$ cat config.mk
export PLATFORM = sky130hd
export DESIGN_NAME = branch_predict_unit
export DESIGN_NICKNAME = d
export VERILOG_FILES = /design/src/rtl/branch_predict_unit.sv
export SDC_FILE = /design/constraint.sdc
export NUM_CORES = 1
export LEC_CHECK = 0
export ABC_AREA = 1
export CORE_MARGIN = 8
export CORE_UTILIZATION = 27
export DETAILED_ROUTE_END_ITERATION = 7
export SLEW_MARGIN = 20
export SYNTH_ARGS = -nofsm -noshare
export SYNTH_HDL_FRONTEND = slang
export SYNTH_SLANG_ARGS = --single-unit
export TNS_END_PERCENT = 20
$ cat constraint.sdc
create_clock -name clk -period 3.3 [get_ports clk]
set_input_delay 0.33 -clock clk [delete_from_list [all_inputs] [get_ports clk]]
set_output_delay 0.33 -clock clk [all_outputs]
set_load 0.02 [all_outputs]
$ cat src/rtl/branch_predict_unit.sv
// Branch resolution plus a PC-indexed table of 2-bit saturating counters, initialised by a small FSM.
// Optional statistics counters are enabled with the BPU_STATS_EN macro.
module branch_predict_unit #(
    parameter int XLEN        = 32,
    parameter int BHT_ENTRIES = 64,
    parameter int INDEX_LSB   = 2
) (
    input  logic            clk,
    input  logic            rst,
    input  logic [XLEN-1:0] pred_pc,
    output logic            pred_taken,
    input  logic            res_valid,
    input  logic [XLEN-1:0] res_pc,
    input  logic [XLEN-1:0] rs1,
    input  logic [XLEN-1:0] rs2,
    input  logic [2:0]      funct3,
    input  logic            res_pred_taken,
    output logic            branch_taken,
    output logic            mispredict,
    output logic            ready,
    output logic [31:0]     stat_branches,
    output logic [31:0]     stat_mispredicts
);

    localparam int IDX_W = (BHT_ENTRIES > 1) ? $clog2(BHT_ENTRIES) : 1;
    localparam logic [IDX_W-1:0] LAST_IDX = IDX_W'(BHT_ENTRIES - 1);

    typedef enum logic {
        INIT,
        RUN
    } state_t;

    state_t           state;
    logic [IDX_W-1:0] init_idx;
    logic [1:0]       bht [BHT_ENTRIES];

    logic [IDX_W-1:0] pred_idx;
    logic [IDX_W-1:0] res_idx;
    logic             cond_legal;
    logic             cond_true;
    logic             valid_resolve;
    logic [1:0]       cur_ctr;
    logic [1:0]       next_ctr;
    logic             unused_pc_bits;

    assign pred_idx = pred_pc[INDEX_LSB +: IDX_W];
    assign res_idx  = res_pc[INDEX_LSB +: IDX_W];

    // Bits outside the index field are deliberately ignored (aliasing allowed).
    assign unused_pc_bits = ^{pred_pc, res_pc};

    always_comb begin
        cond_legal = 1'b1;
        cond_true  = 1'b0;
        case (funct3)
            3'b000:  cond_true = (rs1 == rs2);
            3'b001:  cond_true = (rs1 != rs2);
            3'b100:  cond_true = ($signed(rs1) <  $signed(rs2));
            3'b101:  cond_true = ($signed(rs1) >= $signed(rs2));
            3'b110:  cond_true = (rs1 <  rs2);
            3'b111:  cond_true = (rs1 >= rs2);
            default: cond_legal = 1'b0;
        endcase
    end

    assign branch_taken  = cond_true;
    assign valid_resolve = res_valid & cond_legal & ready;
    assign mispredict    = valid_resolve & (branch_taken != res_pred_taken);

    // Read is asynchronous, so a same-cycle update is seen only after the edge.
    assign pred_taken = ready & bht[pred_idx][1];

    always_comb begin
        cur_ctr  = bht[res_idx];
        next_ctr = cur_ctr;
        if (branch_taken) begin
            if (cur_ctr != 2'b11) begin
                next_ctr = cur_ctr + 2'b01;
            end
        end else if (cur_ctr != 2'b00) begin
            next_ctr = cur_ctr - 2'b01;
        end
    end

    always_ff @(posedge clk) begin
        if (rst) begin
            state    <= INIT;
            init_idx <= '0;
            ready    <= 1'b0;
        end else begin
            case (state)
                INIT: begin
                    if (init_idx == LAST_IDX) begin
                        state <= RUN;
                        ready <= 1'b1;
                    end else begin
                        init_idx <= init_idx + IDX_W'(1);
                    end
                end
                RUN: begin
                    ready <= 1'b1;
                end
                default: begin
                    state <= INIT;
                    ready <= 1'b0;
                end
            endcase
        end
    end

    // Single write port: initialisation sweep while in INIT, training while in RUN.
    always_ff @(posedge clk) begin
        if (!rst) begin
            if (state == INIT) begin
                bht[init_idx] <= 2'b01;
            end else if (valid_resolve) begin
                bht[res_idx] <= next_ctr;
            end
        end
    end

`ifdef BPU_STATS_EN
    always_ff @(posedge clk) begin
        if (rst) begin
            stat_branches    <= '0;
            stat_mispredicts <= '0;
        end else if (valid_resolve) begin
            stat_branches <= stat_branches + 32'd1;
            if (mispredict) begin
                stat_mispredicts <= stat_mispredicts + 32'd1;
            end
        end
    end
`else
    assign stat_branches    = '0;
    assign stat_mispredicts = '0;
`endif

endmodule

# == Word level (Yosys, flattened, before mapping) ==
# Memory sizes are Yosys's and may differ from the RTL's.
# Cells that the tools add are included.
# totals
regBits,8
latchBits,0
mem_bits_rw,128
romBits,0
in_bits,135
output_inout_bits,68
word_cells,52
n_memories,1
# memory_table
name,depth,word_bits,read_ports,rd_ports_with_merged_regs,wr,line,rtl
bht,64,2,2,0,1,35,logic [1:0] bht [BHT_ENTRIES];
# op_classes
addsub,3
n_mul,0
n_div,0
order_cmp,4
eq_ne,11
shift,0
mux,19
bitwise_logic,6
n_reduce_logical,5
# ops
op,n
32-bit >= comparator,2
32-bit less-than comparator,2
32-bit equality test,1
32-bit inequality test,1
3-bit equality test (second input constant),4
1-bit 2-to-1 mux,12
2-bit 2-to-1 mux,4
6-bit by 1-bit adder with 6-bit output (second input constant),1
6-bit equality test (second input constant),1
6-bit 2-to-1 mux,1
1-bit case mux with 6 select lines,1
6-bit OR reduction,1
1-bit AND,4
2-bit inequality test (second input constant),2
3-bit by 1-bit equality test with 1-bit output (second input constant),1
3-bit logical NOT,1
2-bit by 1-bit adder with 2-bit output (second input constant),1
1-bit inverter,2
1-bit case mux with 2 select lines,1
2-bit AND reduction,1
2-bit nonzero test,1
2-bit OR reduction,1
2-bit by 1-bit subtractor with 2-bit output (second input constant),1
1-bit inequality test,1

# == Depth between registers and ports, before layout ==
# logic_depth
word_depth,11
mapped_depth,18
mapped_depth_nobuf,18

# == Worst setup path before layout ==
# OpenSTA, ideal clock, no wires.
# synth_timing
kind,input port to flip-flop
from,input port rs2[31]
to,memory bht[0][0] (data pin)
setup_ps,514
arrival_time_ps,2445
required_time_ps,2786
setup_slack_ps,340
stages,13
path_buffers,0
path_cell_list,inv_1 -> ha_1 -> a21oi_1 -> o21a_1 -> nand2_1 -> a21oi_1 -> nand2_1 -> nand2_1 -> nand3_1 -> nand2_1 -> nand3_1 -> o21ai_1 -> nand2_1
# synth_via
elab_chain_len,4
word_cells_on_any_way,9
classes_between,4 x order compare; 2 x eq/ne; 3 x mux
# synth_lines
element,line,rtl
start: declaration,15,"input logic [XLEN-1:0] rs2,"
"32-bit >= comparator, or another cell as far along",61,3'b111: cond_true = (rs1 >= rs2);
1-bit case mux with 6 select lines *,55,case (funct3)
via branch_taken,18,"output logic branch_taken,"
2-bit 2-to-1 mux *,76,if (branch_taken) begin
2-bit 2-to-1 mux (no line) *,--,
end: declaration,35,
# The timed path passes the listed nets; every way through them passes the cells marked *.

# == Worst setup path in the final report ==
# layout_timing
from,input port rs2[7]
to,output port branch_taken
# layout_via
elab_chain_len,2
word_cells_on_any_way,7
classes_between,4 x order compare; 2 x eq/ne; 1 x mux
# layout_lines
element,line
"32-bit >= comparator, or another cell as far along",61
1-bit case mux with 6 select lines *,55
end: declaration,18
# Mark *: on every way between the ends. The rest lies on a longest branch, timed or not.

==> summary.txt <==
Synthesis
  • Post-synth EDFFs: 128
  • Yosys reg bits: ~140
  • Number of distinct library cells after synthesis: 38
  • Area contributors post-synth: edfxtp_1 (48%), nor2_1 (8.3%), o21ai_0 (6.6%), nand2_1 (6.4%), buf_4 (6.0%)
  • Post-synth top cells: nor2_1 (178), nand2_1 (136), edfxtp_1 (128)
  • Ys Warns: 0
  • Async set-reset flop share out of synthesis: 0%
  • Area leader, netlist: edfxtp_1
  • Synth Instances: 917
  • Mapped cell area: between 0.008 and 0.009 mm2
  • Post-synth top area share: 48.0%
  • Main synth FF type: edfxtp_1
  • Seq/Total Area, Yosys: between 40% and 50%
  • Most frequent cell after synthesis: nor2_1
  • Syn Area/Cell: 8.73 um2

STA
  • Final Hold Viols: 0
  • Worst-Margin Slew: 0.660 ns
  • Final Skew: around 0.0074 ns
  • Final period util: roughly nine tenths
  • Final setup vio count: 0
  • RSZ-0062 raised after global routing: false
  • Slew Viols, Final: 0
  • TNS Setup: 0 ns
  • Max_slew headroom: approximately 56%
  • Tmin final: approximately 3 ns
  • Fmax: around 0.33 GHz

Min path
  • Hold/Removal Path Class: reg2reg

Power and ir drop
  • Leakage: 4.05 nW
  • VDD IR max: 0.287 mV
  • Areal power density over the cells: around 450 mW/mm2

Setup path
  • Most frequent cell on the critical path: nand2_1
  • Cell Chain, Critical Path: clkdlybuf4s50_1, inv_1, ha_1, nand2_1, nor2_2, o21ai_0, nand3_1, nand2_1, nand2_1, nand2_1, nand3_1, nand3_1, nand2_1, nand3_1, buf_4, dlygate4sd2_1
  • Worst path slowest cell: clkdlybuf4s50_1
  • Critical path fanouts, max: 4
  • Crit start category: primary input
  • Kind of critical path: in2out
  • CP required: between 2 and 3 ns
  • Setup crit end kind: output pin
  • CP peak stage delay: between 0.4 and 0.5 ns
  • Worst path arrival time: about 2.7 ns

Floorplan
  • IO Pins: 203
  • Die area: about 0.035 mm2
  • Core Area: 0.0294 mm2
  • Standard-cell rows: 63
  • Die X-Extent: 188 um
  • Die Y: 188 um
  • Initial Utilization: a little over a quarter

Clocking
  • Clock Latency Late Sink: about 0.41 ns
  • Postcts setup bufs: 0
  • Num CTS Buffers: 17
  • Htree depth: 4
  • Hold-fix buffers, CTS: 0
  • Longest Clk Path Bufs: 2
  • Clock-pin slew on the worst setup and hold paths: 0.06 ns
  • TritonCTS clock tree: yes
  • CTS sink cnt: between 100 and 150
  • CTS root buf: clkbuf_16

Final layout
  • Multi-input combinational cell area: about 0.0033 mm2
  • Layout Utilization: approximately a third
  • Diode count: 0
  • Area growth from synthesis to layout: 23.8%
  • Register area: around 0.004 mm2
  • Fillers: 2,984
  • Share of cells above drive strength 1: 8.35%
  • Final net count: 1,185

Routing
  • Iteration-0 DRC Markers: ~470
  • Total wire length: about 23,000 um
  • DRC Markers: 0
  • Total number of vias: 6,701
  • WL/cell: 15.9 um
  • DR vias/cell: ~4.7
  • Final ANT Viol Nets: 0
  • Drt pass-1 iters: 5

GRT
  • Aggregate global-route resource usage: approximately an eighth
  • Vias in the first global route: ~6,500
  • Total gr overflow: 0
  • Initial antenna violation count: 0
  • First-pass GRT wire length: roughly 35,000 um
  • Largest net degree at the start of global routing: 66

Placement
  • Post-DP HPWL: roughly 16,000 um
  • Port bufs: 86
  • Final RePlAce weighted congestion: approximately 0.81

Job
  • # Max-Cap Violations: 0

Outcome
  • Status: complete, no violations
[state kept, by name, summed over array words and instances, names as in the netlist]
register and flops:
init_idx 6, ready 1, state 1, bht 128
[worst max-delay path: cells and delay by family]
family	cells	cell delay [ns]
AOI/OAI and AO/OA	1	0.10
adders and majority gates	1	0.28
buffers and inverters	4	0.98
and+or+nand+nor	10	0.96
[final timing paths]
| check | from | to | slack [ns] | cells past startpoint |
|---|---|---|---|---|
| setup / recovery | rs2[7] | branch_taken | 0.30 | 16 |
| setup reg to reg | ready$_SDFFE_PP0N_ | bht[42][1]$_DFFE_PP_ | 0.92 | 8 |
| hold / removal | init_idx[3]$_SDFFE_PP0P_ | init_idx[4]$_SDFFE_PP0P_ | 0.50 | 2 |
| hold reg to reg | init_idx[3]$_SDFFE_PP0P_ | init_idx[4]$_SDFFE_PP0P_ | 0.50 | 2 |
[cell families (layout without fill, tap and decap cells)]
logic type	Yosys count	in the layout	synth area share, %
other	1	64	0.0468
and+or+nand+nor	382	382	19.7
adders and majority gates	33	33	5.16
DFF	136	136	50.0
AOI/OAI and AO/OA	185	185	13.4
buffers and inverters	180	230	11.7
[final cells by class]
class / count / area share (%)
flip-flops and latches: 136 / 40.4
multi-input cells: 664 / 33.4
repair buffers: 116 / 11.8
well taps: 390 / 4.92
clock buffers: 18 / 4.33
inverters: 82 / 3.11
clock inverters: 14 / 2.07
[timing repair]
action / CTS / global route
resized for setup: 3 / 6
setup endpoints to repair: 2 / 3
endpoints found under the hold margin: 0 / 0
[power by group]
group	leakage [nW]	switching, W	internal [W]
sequential	1.37	0.00000413	0.00187
combinational	2.38	0.000358	0.000231
clock	0.305	0.000700	0.00133
total	4.05	0.00106	0.00343
[placed cells by master, fill, tap and decap left out, drive strengths merged, types with 31 or more instances in the layout]
cell type      instances
buf                   31
clkdlybuf4s50         82
conb                  64
edfxtp               128
ha                    33
inv                   82
nand2                136
nand3                 38
nor2                 179
o21ai                112
o22ai                 38
[layer usage]
layer  global-route usage (%)  wire [um]  up-vias
li1                         -          -     3235
met1                     14.0       8640     3162
met2                     22.3      11700      261
met3                     2.24       1660       43
met4                     5.12        528        0
met5                        0          0        -
[per-stage QoR]
step	total power (W)	hold slack, ns	area, um2	instances	setup WS (ns)
floorplan	0.00231	0.469	8250	980	0.340
global placement	0.00248	0.485	9270	1388	-0.127
detailed placement	0.00249	0.483	9270	1388	-0.129
CTS	0.00451	0.494	9910	1420	0.0605
global route	0.00464	0.532	9910	1420	0.000970
finish	0.00449	0.496	9910	1420	0.298
Power figures use the tool's default switching activity.
